$ cat config.mk
export PLATFORM = sky130hd
export DESIGN_NAME = dma_controller
export DESIGN_NICKNAME = d
export VERILOG_FILES = /design/src/rtl/dma_controller_pkg.sv /design/src/rtl/dma_controller_regs.sv /design/src/rtl/dma_controller.sv
export SDC_FILE = /design/constraint.sdc
export NUM_CORES = 1
export LEC_CHECK = 0
export CAP_MARGIN = 20
export CORE_ASPECT_RATIO = 0.6
export CORE_UTILIZATION = 37
export CTS_BUF_LIST = sky130_fd_sc_hd__clkbuf_4
export CTS_CLUSTER_SIZE = 12
export DETAILED_ROUTE_END_ITERATION = 7
export SLEW_MARGIN = 20
export SYNTH_ARGS = -nofsm -noshare
export SYNTH_HDL_FRONTEND = slang
export SYNTH_HIERARCHICAL = 1
export SYNTH_SLANG_ARGS = --single-unit
$ cat constraint.sdc
create_clock -name clk -period 10.95 [get_ports clk]
set_clock_uncertainty 0.2 [all_clocks]
set_input_delay 2.19 -clock clk [delete_from_list [all_inputs] [get_ports clk]]
set_output_delay 2.19 -clock clk [all_outputs]
set_load 0.03 [all_outputs]
$ cat src/rtl/dma_controller_pkg.sv
// Shared bus constants, DMA register map and FSM state type for the copy engine.
package dma_controller_pkg;
  localparam int XLEN        = 32;
  localparam int BUS_WIDTH   = 32;
  localparam int BUS_ACC_CNT = 3;
  localparam int ACC_W       = $clog2(BUS_ACC_CNT);

  localparam logic [ACC_W-1:0] BUS_ACC_1B = ACC_W'(0);
  localparam logic [ACC_W-1:0] BUS_ACC_2B = ACC_W'(1);
  localparam logic [ACC_W-1:0] BUS_ACC_4B = ACC_W'(2);

  // Register window: 16 bytes at DMA_ADDR; anything outside it faults.
  localparam logic [XLEN-1:0] DMA_ADDR     = 32'h0000_0000;
  localparam logic [XLEN-1:0] DMA_SEL_MASK = 32'hFFFF_FFF0;
  localparam int              RST_DMA      = 0;

  localparam logic [3:0] DMA_REG_SRC  = 4'h0;
  localparam logic [3:0] DMA_REG_DST  = 4'h4;
  localparam logic [3:0] DMA_REG_LEN  = 4'h8;
  localparam logic [3:0] DMA_REG_CTRL = 4'hC;

  localparam int DMA_CTRL_START = 0;
  localparam int DMA_CTRL_BUSY  = 1;
  localparam int DMA_CTRL_DONE  = 2;
  localparam int DMA_CTRL_ERR   = 3;

  typedef enum logic [2:0] {
    ST_IDLE,
    ST_RD_REQ,
    ST_RD_WAIT,
    ST_WR_REQ,
    ST_WR_WAIT
  } dma_state_e;
endpackage

$ cat src/rtl/dma_controller_regs.sv
// Responder side of the DMA: register decode, fault/resp generation, SRC/DST/LEN storage
// and the DONE/ERR status bits.
module dma_regs
  import dma_controller_pkg::*;
#(
  parameter int LEN_WIDTH = 16
) (
  input  logic                 clk_i,
  input  logic                 rstn_i,
  input  logic [XLEN-1:0]      addr_i,
  input  logic                 w_rb_i,
  input  logic [ACC_W-1:0]     acc_i,
  input  logic [BUS_WIDTH-1:0] wdata_i,
  input  logic                 req_i,
  output logic [BUS_WIDTH-1:0] rdata_o,
  output logic                 resp_o,
  output logic                 fault_o,
  input  logic                 busy_i,
  input  logic                 done_set_i,
  input  logic                 err_set_i,
  output logic [XLEN-1:0]      src_o,
  output logic [XLEN-1:0]      dst_o,
  output logic [LEN_WIDTH-1:0] len_o,
  output logic                 start_o
);
  logic [XLEN-1:0]      src_q, src_d, dst_q, dst_d;
  logic [LEN_WIDTH-1:0] len_q, len_d;
  logic                 done_q, done_d, err_q, err_d, resp_q;
  logic [BUS_WIDTH-1:0] rdata_q, rd_val;
  logic [3:0]           off;
  logic                 in_win, ok, wr_en, wr_ctrl, start_req;

  assign off     = addr_i[3:0];
  assign in_win  = (addr_i & DMA_SEL_MASK) == DMA_ADDR;
  assign fault_o = req_i & ((acc_i != BUS_ACC_4B) || (off[1:0] != 2'b00) ||
                            (off > DMA_REG_CTRL) || !in_win);
  assign ok        = req_i & ~fault_o;
  assign wr_en     = ok & w_rb_i & ~busy_i;
  assign wr_ctrl   = ok & w_rb_i & (off == DMA_REG_CTRL);
  assign start_req = wr_ctrl & wdata_i[DMA_CTRL_START] & ~busy_i;
  assign start_o   = start_req & (len_q != '0);

  // Hardware set of DONE/ERR is applied last so it wins over a same-cycle w1c.
  always_comb begin
    src_d  = src_q;
    dst_d  = dst_q;
    len_d  = len_q;
    done_d = done_q;
    err_d  = err_q;
    if (wr_en && off == DMA_REG_SRC) src_d = wdata_i;
    if (wr_en && off == DMA_REG_DST) dst_d = wdata_i;
    if (wr_en && off == DMA_REG_LEN) len_d = wdata_i[LEN_WIDTH-1:0];
    if (wr_ctrl && wdata_i[DMA_CTRL_DONE]) done_d = 1'b0;
    if (wr_ctrl && wdata_i[DMA_CTRL_ERR])  err_d  = 1'b0;
    if (start_o) begin
      done_d = 1'b0;
      err_d  = 1'b0;
    end
    if (done_set_i || (start_req && len_q == '0)) done_d = 1'b1;
    if (err_set_i) err_d = 1'b1;
  end

  always_comb begin
    rd_val = '0;
    case (off)
      DMA_REG_SRC: rd_val = src_q;
      DMA_REG_DST: rd_val = dst_q;
      DMA_REG_LEN: rd_val[LEN_WIDTH-1:0] = len_q;
      DMA_REG_CTRL: begin
        rd_val[DMA_CTRL_BUSY] = busy_i;
        rd_val[DMA_CTRL_DONE] = done_q;
        rd_val[DMA_CTRL_ERR]  = err_q;
      end
      default: ;
    endcase
  end

  always_ff @(posedge clk_i or negedge rstn_i) begin
    if (!rstn_i) begin
      src_q   <= '0;
      dst_q   <= '0;
      len_q   <= '0;
      done_q  <= 1'b0;
      err_q   <= 1'b0;
      resp_q  <= 1'b0;
      rdata_q <= '0;
    end else begin
      src_q   <= src_d;
      dst_q   <= dst_d;
      len_q   <= len_d;
      done_q  <= done_d;
      err_q   <= err_d;
      resp_q  <= ok;
      rdata_q <= (ok & ~w_rb_i) ? rd_val : '0;
    end
  end

  assign resp_o  = resp_q;
  assign rdata_o = rdata_q;
  assign src_o   = src_q;
  assign dst_o   = dst_q;
  assign len_o   = len_q;
endmodule

$ cat src/rtl/dma_controller.sv
// Memory-to-memory copy engine: register responder plus a bus initiator that moves LEN
// bytes from SRC to DST as read/write pairs of 4-byte or 1-byte beats.
module dma_controller
  import dma_controller_pkg::*;
#(
  parameter int TIMEOUT   = 256,
  parameter int LEN_WIDTH = 16
) (
  input  logic                 clk,
  input  logic                 rstn,
  input  logic [XLEN-1:0]      addr,
  input  logic                 w_rb,
  input  logic [ACC_W-1:0]     acc,
  input  logic [BUS_WIDTH-1:0] wdata,
  output logic [BUS_WIDTH-1:0] rdata,
  input  logic                 req,
  output logic                 resp,
  output logic                 fault,
  output logic [XLEN-1:0]      dma_addr,
  output logic                 dma_w_rb,
  output logic [ACC_W-1:0]     dma_acc,
  output logic [BUS_WIDTH-1:0] dma_wdata,
  input  logic [BUS_WIDTH-1:0] dma_rdata,
  output logic                 dma_req,
  input  logic                 dma_resp
);
  localparam int CNT_W = $clog2(TIMEOUT + 1);

  dma_state_e           state_q, state_d;
  logic [XLEN-1:0]      cur_src_q, cur_src_d, cur_dst_q, cur_dst_d;
  logic [LEN_WIDTH-1:0] rem_q, rem_d, step;
  logic [BUS_WIDTH-1:0] buf_q, buf_d;
  logic [CNT_W-1:0]     wait_q, wait_d;
  logic [XLEN-1:0]      reg_src, reg_dst;
  logic [LEN_WIDTH-1:0] reg_len;
  logic                 start, busy, done_set, err_set, word_beat, timed_out;
  logic [ACC_W-1:0]     beat_acc;

  assign busy = (state_q != ST_IDLE);

  dma_regs #(.LEN_WIDTH(LEN_WIDTH)) u_regs (
    .clk_i      (clk),
    .rstn_i     (rstn),
    .addr_i     (addr),
    .w_rb_i     (w_rb),
    .acc_i      (acc),
    .wdata_i    (wdata),
    .req_i      (req),
    .rdata_o    (rdata),
    .resp_o     (resp),
    .fault_o    (fault),
    .busy_i     (busy),
    .done_set_i (done_set),
    .err_set_i  (err_set),
    .src_o      (reg_src),
    .dst_o      (reg_dst),
    .len_o      (reg_len),
    .start_o    (start)
  );

  // Beat size depends only on state that is frozen for the whole read/write pair.
  assign word_beat = (cur_src_q[1:0] == 2'b00) && (cur_dst_q[1:0] == 2'b00) &&
                     (rem_q >= LEN_WIDTH'(4));
  assign step      = word_beat ? LEN_WIDTH'(4) : LEN_WIDTH'(1);
  assign beat_acc  = word_beat ? BUS_ACC_4B : BUS_ACC_1B;
  assign timed_out = (wait_q >= CNT_W'(TIMEOUT - 1));

  always_comb begin
    state_d   = state_q;
    cur_src_d = cur_src_q;
    cur_dst_d = cur_dst_q;
    rem_d     = rem_q;
    buf_d     = buf_q;
    wait_d    = wait_q;
    done_set  = 1'b0;
    err_set   = 1'b0;
    dma_addr  = '0;
    dma_w_rb  = 1'b0;
    dma_acc   = BUS_ACC_1B;
    dma_wdata = '0;
    dma_req   = 1'b0;
    case (state_q)
      ST_IDLE: begin
        if (start) begin
          cur_src_d = reg_src;
          cur_dst_d = reg_dst;
          rem_d     = reg_len;
          state_d   = ST_RD_REQ;
        end
      end
      ST_RD_REQ, ST_RD_WAIT: begin
        dma_addr = cur_src_q;
        dma_acc  = beat_acc;
        if (state_q == ST_RD_REQ) begin
          dma_req = 1'b1;
          wait_d  = CNT_W'(1);
          state_d = ST_RD_WAIT;
        end else if (dma_resp) begin
          buf_d   = dma_rdata;
          state_d = ST_WR_REQ;
        end else if (timed_out) begin
          err_set = 1'b1;
          state_d = ST_IDLE;
        end else begin
          wait_d = wait_q + CNT_W'(1);
        end
      end
      ST_WR_REQ, ST_WR_WAIT: begin
        dma_addr  = cur_dst_q;
        dma_w_rb  = 1'b1;
        dma_acc   = beat_acc;
        dma_wdata = buf_q;
        if (state_q == ST_WR_REQ) begin
          dma_req = 1'b1;
          wait_d  = CNT_W'(1);
          state_d = ST_WR_WAIT;
        end else if (dma_resp) begin
          cur_src_d = cur_src_q + XLEN'(step);
          cur_dst_d = cur_dst_q + XLEN'(step);
          rem_d     = rem_q - step;
          if (rem_q == step) begin
            done_set = 1'b1;
            state_d  = ST_IDLE;
          end else begin
            state_d = ST_RD_REQ;
          end
        end else if (timed_out) begin
          err_set = 1'b1;
          state_d = ST_IDLE;
        end else begin
          wait_d = wait_q + CNT_W'(1);
        end
      end
      default: state_d = ST_IDLE;
    endcase
  end

  always_ff @(posedge clk or negedge rstn) begin
    if (!rstn) begin
      state_q   <= ST_IDLE;
      cur_src_q <= '0;
      cur_dst_q <= '0;
      rem_q     <= '0;
      buf_q     <= '0;
      wait_q    <= '0;
    end else begin
      state_q   <= state_d;
      cur_src_q <= cur_src_d;
      cur_dst_q <= cur_dst_d;
      rem_q     <= rem_d;
      buf_q     <= buf_d;
      wait_q    <= wait_d;
    end
  end
endmodule
Word-level counts from Yosys, hierarchy flattened
Index checks and enable logic that the tools add are counted.
{"block": "word_totals", "register_bits": 239, "inputBits": 103, "output_inout_bits": 102, "word_cells": 130}
{"block": "classes", "add_sub_neg": 4, "n_lt_le_gt_ge": 3, "eq_ne": 12, "n_mux": 54, "bitwise_logic": 13, "reduce_logical": 31}
{"operator": "32-bit two-way mux", "count": 8}
{"operator": "32-bit case mux with 2 select lines", "count": 3}
{"operator": "32-bit by 3-bit adder with 32-bit output", "count": 2}
{"operator": "16-bit case mux with 2 select lines", "count": 2}
{"operator": "16-bit two-way mux", "count": 3}
{"operator": "9-bit two-way mux", "count": 4}
{"operator": "12-bit case mux with 3 select lines", "count": 1}
{"operator": "32-bit logical NOT", "count": 1}
{"operator": "3-bit two-way mux", "count": 7}
{"operator": "1-bit two-way mux", "count": 18}
{"operator": "9-bit case mux with 2 select lines", "count": 1}
{"operator": "16-bit by 3-bit equality test with 1-bit output", "count": 1}
{"operator": "16-bit by 3-bit >= comparator with 1-bit output (second input constant)", "count": 1}
{"operator": "16-bit logical NOT", "count": 1}
{"operator": "16-bit nonzero test", "count": 1}
{"operator": "16-bit by 3-bit subtractor with 16-bit output", "count": 1}
{"operator": "3-bit case mux with 4 select lines", "count": 1}
{"operator": "9-bit by 1-bit adder with 9-bit output (second input constant)", "count": 1}
{"operator": "1-bit bitwise AND", "count": 9}
{"operator": "9-bit by 8-bit >= comparator with 1-bit output (second input constant)", "count": 1}
{"operator": "3-bit case mux with 3 select lines", "count": 1}
{"operator": "3-bit nonzero test", "count": 3}
{"operator": "4-bit equality test (second input constant)", "count": 2}
{"operator": "1-bit logical AND", "count": 8}
{"operator": "20 further kinds", "count": 36}

Logic depth before layout (Yosys ltp)
{"block": "logic_depth", "ltp_word": 14, "mapped_depth": 13}

Hierarchy
The synthesis kept the hierarchy.
{"module": "dma_controller", "n_inst": 1, "cells_each": 849, "area_each_um2": 7658.6}
{"module": "dma_regs", "n_inst": 1, "cells_each": 352, "area_each_um2": 4869.7}

Least setup slack after synthesis
OpenSTA, ideal clock, no wires.
{"block": "synth_path", "path_type": "input to output", "startpoint": "input addr[15]", "endpoint": "output fault", "arrival_time_ns": 3.058, "required_time_ns": 8.560, "setup_slack_ns": 5.502, "path_stages": 4, "n_path_buf": 0, "path_cell_list": "nor4_1 -> nand4_2 -> nor2_1 -> nor2_1"}
{"block": "synth_between", "elab_chain_len": 4}
{"item": "start, declared", "line_no": "dma_controller.sv:11", "text": "input logic [XLEN-1:0] addr,"}
{"item": "32-bit logical NOT", "line_no": "dma_controller_regs.sv:34", "text": "assign in_win = (addr_i & DMA_SEL_MASK) == DMA_ADDR;"}
{"item": "1-bit logical NOT", "line_no": "dma_controller_regs.sv:36", "text": "(off > DMA_REG_CTRL) || !in_win);"}
{"item": "1-bit logical OR", "line_no": "dma_controller_regs.sv:36"}
{"item": "1-bit bitwise AND", "line_no": "dma_controller_regs.sv:35", "text": "assign fault_o = req_i & ((acc_i != BUS_ACC_4B) || (off[1:0] != 2'b00) ||"}
{"item": "end, declared", "line_no": "dma_controller.sv:18", "text": "output logic fault,"}
Every way passes these cells.

Worst setup path in the final report
{"block": "layout_path", "startpoint": "input addr[1]", "endpoint": "output fault"}
{"block": "layout_between", "elab_chain_len": 5, "word_cells_on_any_way": 6, "classes_between": "order compare: 1; bitwise: 1; reduce/logical: 4"}
{"item": "parallel branches: the longest is 2 deep, another holds 4-bit > comparator"}
{"item": "1-bit logical OR *", "line_no": "dma_controller_regs.sv:35"}
{"item": "1-bit logical OR *", "line_no": "dma_controller_regs.sv:36"}
{"item": "1-bit bitwise AND *", "line_no": "dma_controller_regs.sv:35"}
Every way passes the cells marked *.

==> metrics.json <==
{
  "detailed_routing": {
    "drt-total-wl_um": 39000,
    "route.detailed.vias_per_inst": 5.73,
    "drt-initial-drc-count": 1078,
    "routedWlPerCell_um": 20.6,
    "postRouteAntennaNets": 0,
    "vias": 10813,
    "firstDrtPassIters": 5,
    "drc_markers": 0
  },
  "logic_synthesis": {
    "synthesized_instance_count": 1201,
    "syn_avg_cell_area_um2": 10.4,
    "yosys_warnings": 6,
    "post_synth_instance_area_um2": 12500,
    "postSynthNetCount": 1316,
    "ys_seq_area_share_pct": 47.7,
    "synth_cell_types": 85,
    "synthArstFlopShare_pct": 100,
    "ys_ff_latch": 239,
    "synth_enable_flop_cells": 0,
    "ys.flop_type": "dfrtp_1"
  },
  "grt": {
    "global_route_wire_length_before_repair_um": 60400,
    "grt_remaining_overflow": 0,
    "grt_start_max_net_pins": 119,
    "first_global_vias": 10386,
    "antenna_found_initial": 0,
    "globalRouteTotalUtil_pct": 22.8
  },
  "die": {
    "die_area_um2": 34600,
    "die_w_um": 240,
    "floorplan.rows": 51,
    "fp.coreArea_um2": 32900,
    "dieHeight_um": 145,
    "initial_utilization_pct": 38.1,
    "boundaryPins": 205
  },
  "sta": {
    "worstMarginPinSlew_ns": 0.999,
    "final.min_clock_period_ns": 6.71,
    "min_period_over_period_pct": 61.3,
    "post-route-worst-setup-slack_ns": 4.24,
    "slew-limit-headroom_pct": 33.4,
    "timing_max_transition_violations_final": 0,
    "totalNegativeSetupSlack_ns": 0,
    "finalSetupViolCount": 0,
    "fmaxAchievable_ghz": 0.149,
    "hold_violations": 0,
    "rsz0062_at_grt": "no"
  },
  "pwr": {
    "power_uw": 1690,
    "p_per_area_nw_per_um2": 108,
    "cellLeakagePower_uw": 0.00667,
    "ir_worst_vdd_v": 0.0000604
  },
  "critical_path": {
    "end_kind": "primary output",
    "start_kind": "primary input",
    "cp_data_required_time_ns": 8.56,
    "r2r-start": "rem_q[11]",
    "crit_fanout": 9,
    "cp-startpoint": "addr[1]",
    "worstPathArrival_ns": 4.32,
    "worst_path_class_setup": "in -> out"
  },
  "clock_network": {
    "cts_sinks": 239,
    "insertion_delay_ns": 0.74,
    "clock_tree.buffer_depth": 3,
    "postCtsHoldBufs": 0,
    "post_cts_resize_count": 0,
    "setup_buffers_after_cts": 0,
    "cts_tree": "done",
    "clk_pin_slew_worst_paths_ns": 0.07,
    "cts_root_buf": "clkbuf_4",
    "numCtsBuffers": 59,
    "ctsHtreeMaxLevel": 2
  },
  "cells_and_area": {
    "finish.net_count": 1518,
    "syn2layout_area_growth_pct": 24.8,
    "commonest_cells_after_routing_fill_and_taps_aside": "239 x dfrtp_1, 202 x clkdlybuf4s50_1, 111 x nand2_1",
    "layout.core_utilization_pct": 47.6,
    "commonest_non_fill_non_tap_cell_in_the_layout": "dfrtp_1",
    "fill_cells": 3084,
    "num_antenna_cells": 0,
    "final_layout_size_suffix_gt1_share_pct": 17.9
  },
  "placement": {
    "port_buffers": 203,
    "pre_cts_slack_ns": 4.11,
    "dp_hpwl_um": 26700,
    "place.gp.congestion": 0.873
  },
  "outcome": {
    "run_status": "completed"
  },
  "hold_path": {
    "hold_start": "rem_q[4]",
    "hold_path.class": "reg -> reg"
  },
  "flow_run": {
    "drv.max_cap_violation_count": 0
  }
}
synth_stat cells (4+ instances only):
| cell type | count | area [µm²] |
|---|---|---|
| and4_1 | 11 | 96.3 |
| nor3_1 | 20 | 100 |
| nor4_2 | 6 | 75.1 |
| a31oi_1 | 10 | 62.6 |
| or3_1 | 8 | 50.1 |
| xnor2_1 | 5 | 43.8 |
| and2_1 | 40 | 250 |
| nand4_1 | 25 | 156 |
| o22ai_1 | 6 | 37.5 |
| a22o_1 | 22 | 193 |
| nor4_1 | 15 | 93.8 |
| o21ai_0 | 39 | 195 |
| a221o_1 | 8 | 80.1 |
| nor2_1 | 87 | 327 |
| o211ai_1 | 22 | 165 |
| a311oi_1 | 4 | 35.0 |
| nand2b_1 | 9 | 56.3 |
| mux2i_1 | 19 | 190 |
| o311ai_0 | 15 | 131 |
| o2bb2ai_1 | 11 | 96.3 |
| a2bb2oi_1 | 7 | 61.3 |
| a32oi_1 | 5 | 43.8 |
| mux2_1 | 5 | 56.3 |
| a21o_1 | 4 | 30.0 |
| a21oi_1 | 43 | 215 |
| dfrtp_1 | 239 | 5980 |
| a211oi_1 | 4 | 30.0 |
| a31o_2 | 5 | 43.8 |
| mux2_2 | 107 | 1200 |
| nor2b_1 | 12 | 75.1 |
| buf_2 | 31 | 155 |
| clkbuf_1 | 34 | 128 |
| nand3b_1 | 4 | 30.0 |
| nand3_1 | 39 | 195 |
| inv_1 | 23 | 86.3 |
| buf_4 | 9 | 67.6 |
| a22oi_1 | 35 | 263 |
| ha_1 | 12 | 150 |
| buf_1 | 4 | 15.0 |
| nand2_1 | 111 | 417 |
| and3_1 | 10 | 62.6 |
| or4_1 | 8 | 60.1 |
state kept, by name, summed over array words and instances (netlist names):
| name | count |
|---|---|
| buf_q | 32 |
| cur_src_q | 32 |
| cur_dst_q | 32 |
| state_q | 3 |
| u_regs/err_q | 1 |
| u_regs/done_q | 1 |
| u_regs/rdata_o | 32 |
| u_regs/resp_o | 1 |
| u_regs/len_o | 16 |
| wait_q | 9 |
| u_regs/dst_o | 32 |
| rem_q | 16 |
| u_regs/src_o | 32 |
cells by family after synthesis:
logic type	after synthesis	synth area share (%)
and+or+nand+nor	434	19.1
muxes	134	12.1
other	1	0.0299
xor gates and xnor gates	5	0.350
DFF	239	47.7
buffers and inverters	105	3.79
AOI/OAI and AO/OA	271	15.7
adders and majority gates	12	1.20
worst paths after layout:
path,to,slack [ns],cells after the start
max reg2reg,cur_src_q[26],5.96,11
max in group asynchronous,u_regs/len_o[10],7.62,2
min reg2reg,rem_q[4],0.28,2
min,rem_q[4],0.28,2
min in group asynchronous,wait_q[5],1.28,1
max,fault,4.24,6
per-stage QoR:
stage	hold WS, ns	instance area (µm²)	std cells
floorplan	0.242	12500	1201
detailed placement	0.273	14900	1792
global placement	0.263	14900	1792
CTS	0.287	15600	1888
global route	0.310	15600	1888
finish	0.285	15600	1888
metal layers:
metal  vias up  track usage (%)  routed length [µm]
met3        71             5.57                3540
met5         -                0                   0
met2       479             30.9               15700
met4         0             8.60                1110
met1      5344             34.2               18600
li1       4919                -                   -
final cells by class:
cell class,instances,area [µm²],share of cell area [%]
clock inverter,8,31.3,0.200
multi-input combinational,857,6130,39.2
sequential,239,5980,38.3
clock buffer,88,661,4.23
timing repair buffer,221,2170,13.9
inverter,25,96.3,0.616
tap,450,563,3.60
worst max-delay path: stages:
cell	delay [ns]
clkdlybuf4s50_1	0.55
nor4_2	0.37
nand4_2	0.37
nor2_1	0.19
nor2_1	0.06
clkdlybuf4s50_1	0.59
power by group:
part,switching (µW),internal [µW]
logic,37.4,38.7
clock network,370,360
registers,2.03,884
No activity file was read; power rests on OpenSTA's default activity.
==> patch 1 (config.mk and constraints unchanged) <==
Change the parameter `TIMEOUT` from 256 to 512.
--- a/src/rtl/dma_controller.sv
+++ b/src/rtl/dma_controller.sv
@@ -4,5 +4,5 @@
   import dma_controller_pkg::*;
 #(
-  parameter int TIMEOUT   = 256,
+  parameter int TIMEOUT   = 512,
   parameter int LEN_WIDTH = 16
 ) (
Function: no difference found for any inputs over 4 cycles, from zero or initial values and one cycle with rstn low; that may be too few to reach the edited logic, so the function may still have changed.
==> patch 1 against the unedited design <==
Setup slack got worse by 0.57 ns; utilization decreased by 0.71 points; maximum frequency decreased by 7.8%; sequential cell count increased by 1; wire length increased by 4.3%; final area increased by 1.0%; synthesized area increased by 0.93%.
Power is not compared: it rests on default switching activity, and its combinational part moved more than twofold at a synthesized area within 25%.
==> patch 1: results (changes against the unedited design) <==
* Status: finished, final reports clean
* Largest net degree at the start of global routing at 106 (-11%)
* Met3 routed WL at 4.11 mm (+16%)
* DR WL met2 at 15.5 mm (-1.1%)
* Sequential share of the synthesized area at 47.5% (-0.24 points)
* First-pass GRT wire length at 63.4 mm (+5.0%)
* Via count at 10800 (+0.24%)
* Worst-path fanout max at 104 (+95)
* Hold depth at 1 (-1)
* Met3 usage at 7.52% (+1.9 points)
* GR Util met2 at 29.0% (-1.9 points)
* CP max stage cell: buf_4
* WS Path Type: reg2out
* Peak supply drop at around 0.14 mV
* Syn nets at 1330 (+1.1%)
* Post-synthesis xor/xnor area fraction at 0.831% (+0.48 points)
* Worst setup path end: dma_addr[16]
* Reg-to-Reg End: cur_src_q[24]
* Final GP Congestion at 0.861 (-1.4%)
* Synth Area in Compound Gates at 14.9% (-0.82 points)
* Critical Path Start: state_q[2]
* Commonest cells in the netlist: dfrtp_1 (240), mux2_2 (108), nor2_1 (103)
* Vias in the first global route at 10400 (+0.11%)
* Ranking of synthesized cells by area: dfrtp_1 (47%), mux2_2 (9.6%), nor2_1 (3.1%)
* Crit Reg-Reg Startpoint: rem_q[12]
* Adder-cell share of the synthesized area at 1.19% (-0.011 points)
* Proportion of layout cells with a drive suffix above 1 at 18.6% (+0.70 points)
* Met1 usage at 38.6% (+4.4 points)
* Overall Global Routing Usage at 23.6% (+0.87 points)
* Max-slew headroom at 28.9% (-4.5 points)
* Reg2Reg Setup Slack at 6.29 ns (+0.33 ns)
* Hold endpoint: buf_q[21]
* Worst hold margin at 0.297 ns (+0.0129 ns)
* M1 wire length at 20.5 mm (+9.9%)
* Initial antenna violation count at 1 (+1)
* Clock latency on the worst-skew pair at 0.74 ns (about the same)
* Placed cell areas at 15000 sq um (+0.65%)
* Mux cell area share after synthesis at 12.0% (-0.10 points)
* HPWL after DPL at 27.7 mm (+3.9%)
* Initial DRC count at 959 (-11%)
* Crit path DAT at 4.89 ns (+0.57 ns)
* Final nets at 1534 (+1.1%)
* First-pass iteration count of the detailed router at 5 (unchanged)
* Critical path's largest stage delay at 0.90 ns (+0.31 ns)
## patch 1: final cells by class
class	count	area, sq um
tap	459	574
sequential	240	6010
timing repair buffer	224	2190
clock inverter	16	97.6
clock buffer	87	653
antenna	1	2.50
multi-input combinational	874	6190
inverter	18	70.1
fill	3204	17900
## patch 1: through the flow
| step | worst slack, ns | power, mW | utilization, % | std cells |
|---|---|---|---|---|
| after CTS | 3.65 | 3.59 | 46.8 | 1918 |
| after global routing | 3.43 | 3.80 | 46.8 | 1919 |
| after floorplan | 5.50 | 2.26 | - | 1215 |
| after global placement | 4.26 | 2.78 | 44.6 | 1815 |
| after detailed placement | 4.20 | 2.81 | 44.6 | 1815 |
| final | 3.67 | 3.57 | 46.8 | 1919 |
## patch 1: worst register-to-register path, stage by stage (launching register included)
cell	delay (ns)
dfrtp_1	0.40
nor3_1	0.49
and3_1	0.26
nand3_1	0.18
o211ai_1	0.71
inv_1	0.16
ha_1	0.37
a21oi_1	0.21
nor4b_4	0.76
nand2_2	0.24
or4_1	0.52
nand3_1	0.09
==> patch 2 (config.mk and constraints unchanged) <==
Without the edit above. Encoding of `dma_state_e`: now Gray code (3 bits for 5 states).
--- a/src/rtl/dma_controller_pkg.sv
+++ b/src/rtl/dma_controller_pkg.sv
@@ -26,9 +26,9 @@
 
   typedef enum logic [2:0] {
-    ST_IDLE,
-    ST_RD_REQ,
-    ST_RD_WAIT,
-    ST_WR_REQ,
-    ST_WR_WAIT
+    ST_IDLE    = 3'b000,
+    ST_RD_REQ  = 3'b001,
+    ST_RD_WAIT = 3'b011,
+    ST_WR_REQ  = 3'b010,
+    ST_WR_WAIT = 3'b110
   } dma_state_e;
 endpackage
Function: same outputs for any inputs over 4 cycles, from zero or initial values and one cycle with rstn low; so few cycles prove little.
==> patch 2 against the unedited design <==
Synthesized cell count is 1.2% higher; cell count up 1.2%; wire length is 0.51% higher; setup slack improved by 0.031 ns; final area fell by 0.44%; synthesized area fell by 1.3%; count of clock-buffer cells in the layout did not move; register-to-register slack lost 0.18 ns; sequential cell count stayed put.
Power is not compared: it rests on default switching activity, and its combinational part moved more than twofold at a synthesized area within 25%.
==> patch 2: results (changes against the unedited design) <==
* Hold depth at 1 (-1)
* Synth Warn # at 6 (unchanged)
* Ys async rst share at 100% (unchanged)
* Worst Min Path Start: buf_q[27]
* Gate power share at 41.9%
* GR Util met2 at 32.2% (+1.3 points)
* Clock Tree Buf Depth at 3 (unchanged)
* Worst setup path end: fault
* Mean Syn Cell Area at 10.2 sq um (-2.5%)
* Min-delay worst type: reg2reg
* Mux cell area share after synthesis at 11.8% (-0.32 points)
* CTS Buf Count at 60 (+1.7%)
* Number of distinct library cells after synthesis at 77 (-9.4%)
* DR WL met2 at 15.9 mm (+1.1%)
* Fin crit period at 6.68 ns (-0.0307 ns)
* HPWL after DPL at 26.7 mm (+0.18%)
* Pre-CTS setup slack at 3.93 ns (-0.189 ns)
* Placed cells at 1810 (+1.0%)
* Sequential share of the synthesized area at 48.4% (+0.64 points)
* Proportion of layout cells with a drive suffix above 1 at 17.1% (-0.76 points)
* Slew Viols, Final at 0 (unchanged)
* Delay-heaviest family, CP: buffers and inverters
* Critical Path Start: addr[1]
* Crit path DAT at 4.29 ns (-0.03 ns)
* Postcts setup bufs at 0 (unchanged)
* H-tree levels at 2 (unchanged)
* Met3 routed WL at 3.14 mm (-11%)
* First-pass GRT wire length at 61.2 mm (+1.3%)
* Largest net degree at the start of global routing at 114 (-4.2%)
* Vias in the first global route at 10400 (+0.53%)
* Post-synthesis xor/xnor area fraction at 0.496% (+0.15 points)
* Syn nets at 1331 (+1.1%)
* Synth Area in Compound Gates at 16.1% (+0.40 points)
* Hold endpoint: buf_q[27]
* Worst hold margin at 0.296 ns (+0.0119 ns)
* Met3 usage at 5.30% (-0.27 points)
* Reg-to-Reg End: cur_src_q[28]
* Commonest cells in the netlist: dfrtp_1 (239), mux2_2 (107), nand2_1 (104)
* Final GP Congestion at 0.865 (-0.94%)
* Final nets at 1537 (+1.3%)
* Pwr Density at about 230 nW/um^2
* Via count at 10800 (-0.50%)
* Net Sw Frac at a little over two fifths
* Ranking of synthesized cells by area: dfrtp_1 (48%), mux2_2 (9.7%), a21oi_1 (3.2%)
* Placed cell areas at 14800 sq um (-0.76%)
* Status: finished, final reports clean
* Overall Global Routing Usage at 23.0% (+0.27 points)
* M1 wire length at 19.5 mm (+4.8%)
* Routed len/inst at 20.5 um (-0.70%)
* Met1 usage at 35.3% (+1.0 points)
* FILL cells at 3118 (+1.1%)
* Adder-cell share of the synthesized area at 1.21% (+0.016 points)
* PortBufs at 203 (unchanged)
* Final Non-Filler Cells at 1911 (+1.2%)
* Crit Reg-Reg Startpoint: rem_q[7]
* Reg2Reg Setup Slack at 5.78 ns (-0.18 ns)
* Worst-Margin Slew at 1.04 ns (+0.0387 ns)
* Initial DRC count at 1074 (-0.37%)
[patch 2: cell types whose count changed in the layout (fill, tap and decap cells not counted), sizes merged, moves of 7 or more]
cell    before  now
o211ai      22    6
nand4       28   19
and3        10   20
o22a         2   11
a21oi       43   80
o22ai        6   21
a221o        8    0
nor2        87  101
nand2      111  104
o311ai      16    5
a22oi       36   20
[patch 2: worst reg2reg max path, stage by stage (launching register included)]
cell and delay (ns):
dfrtp_1 0.40, or4_1 0.64, nor3_1 0.51, nand3_1 0.29
o211ai_1 0.54, inv_1 0.16, ha_1 0.37, a21oi_1 0.20
nor4_2 0.76, nand3_1 0.36, or4b_1 0.57, nand3_1 0.10
[patch 2: layout make-up]
type / instances / area (sq um) / area share, %
Clock buffer: 88 / 661 / 4.25
Clock inverter: 13 / 76.3 / 0.490
Inverter: 18 / 70.1 / 0.450
Multi-Input combinational cell: 879 / 6020 / 38.7
Sequential cell: 239 / 5980 / 38.4
Tap cell: 450 / 563 / 3.62
Timing Repair Buffer: 224 / 2190 / 14.1
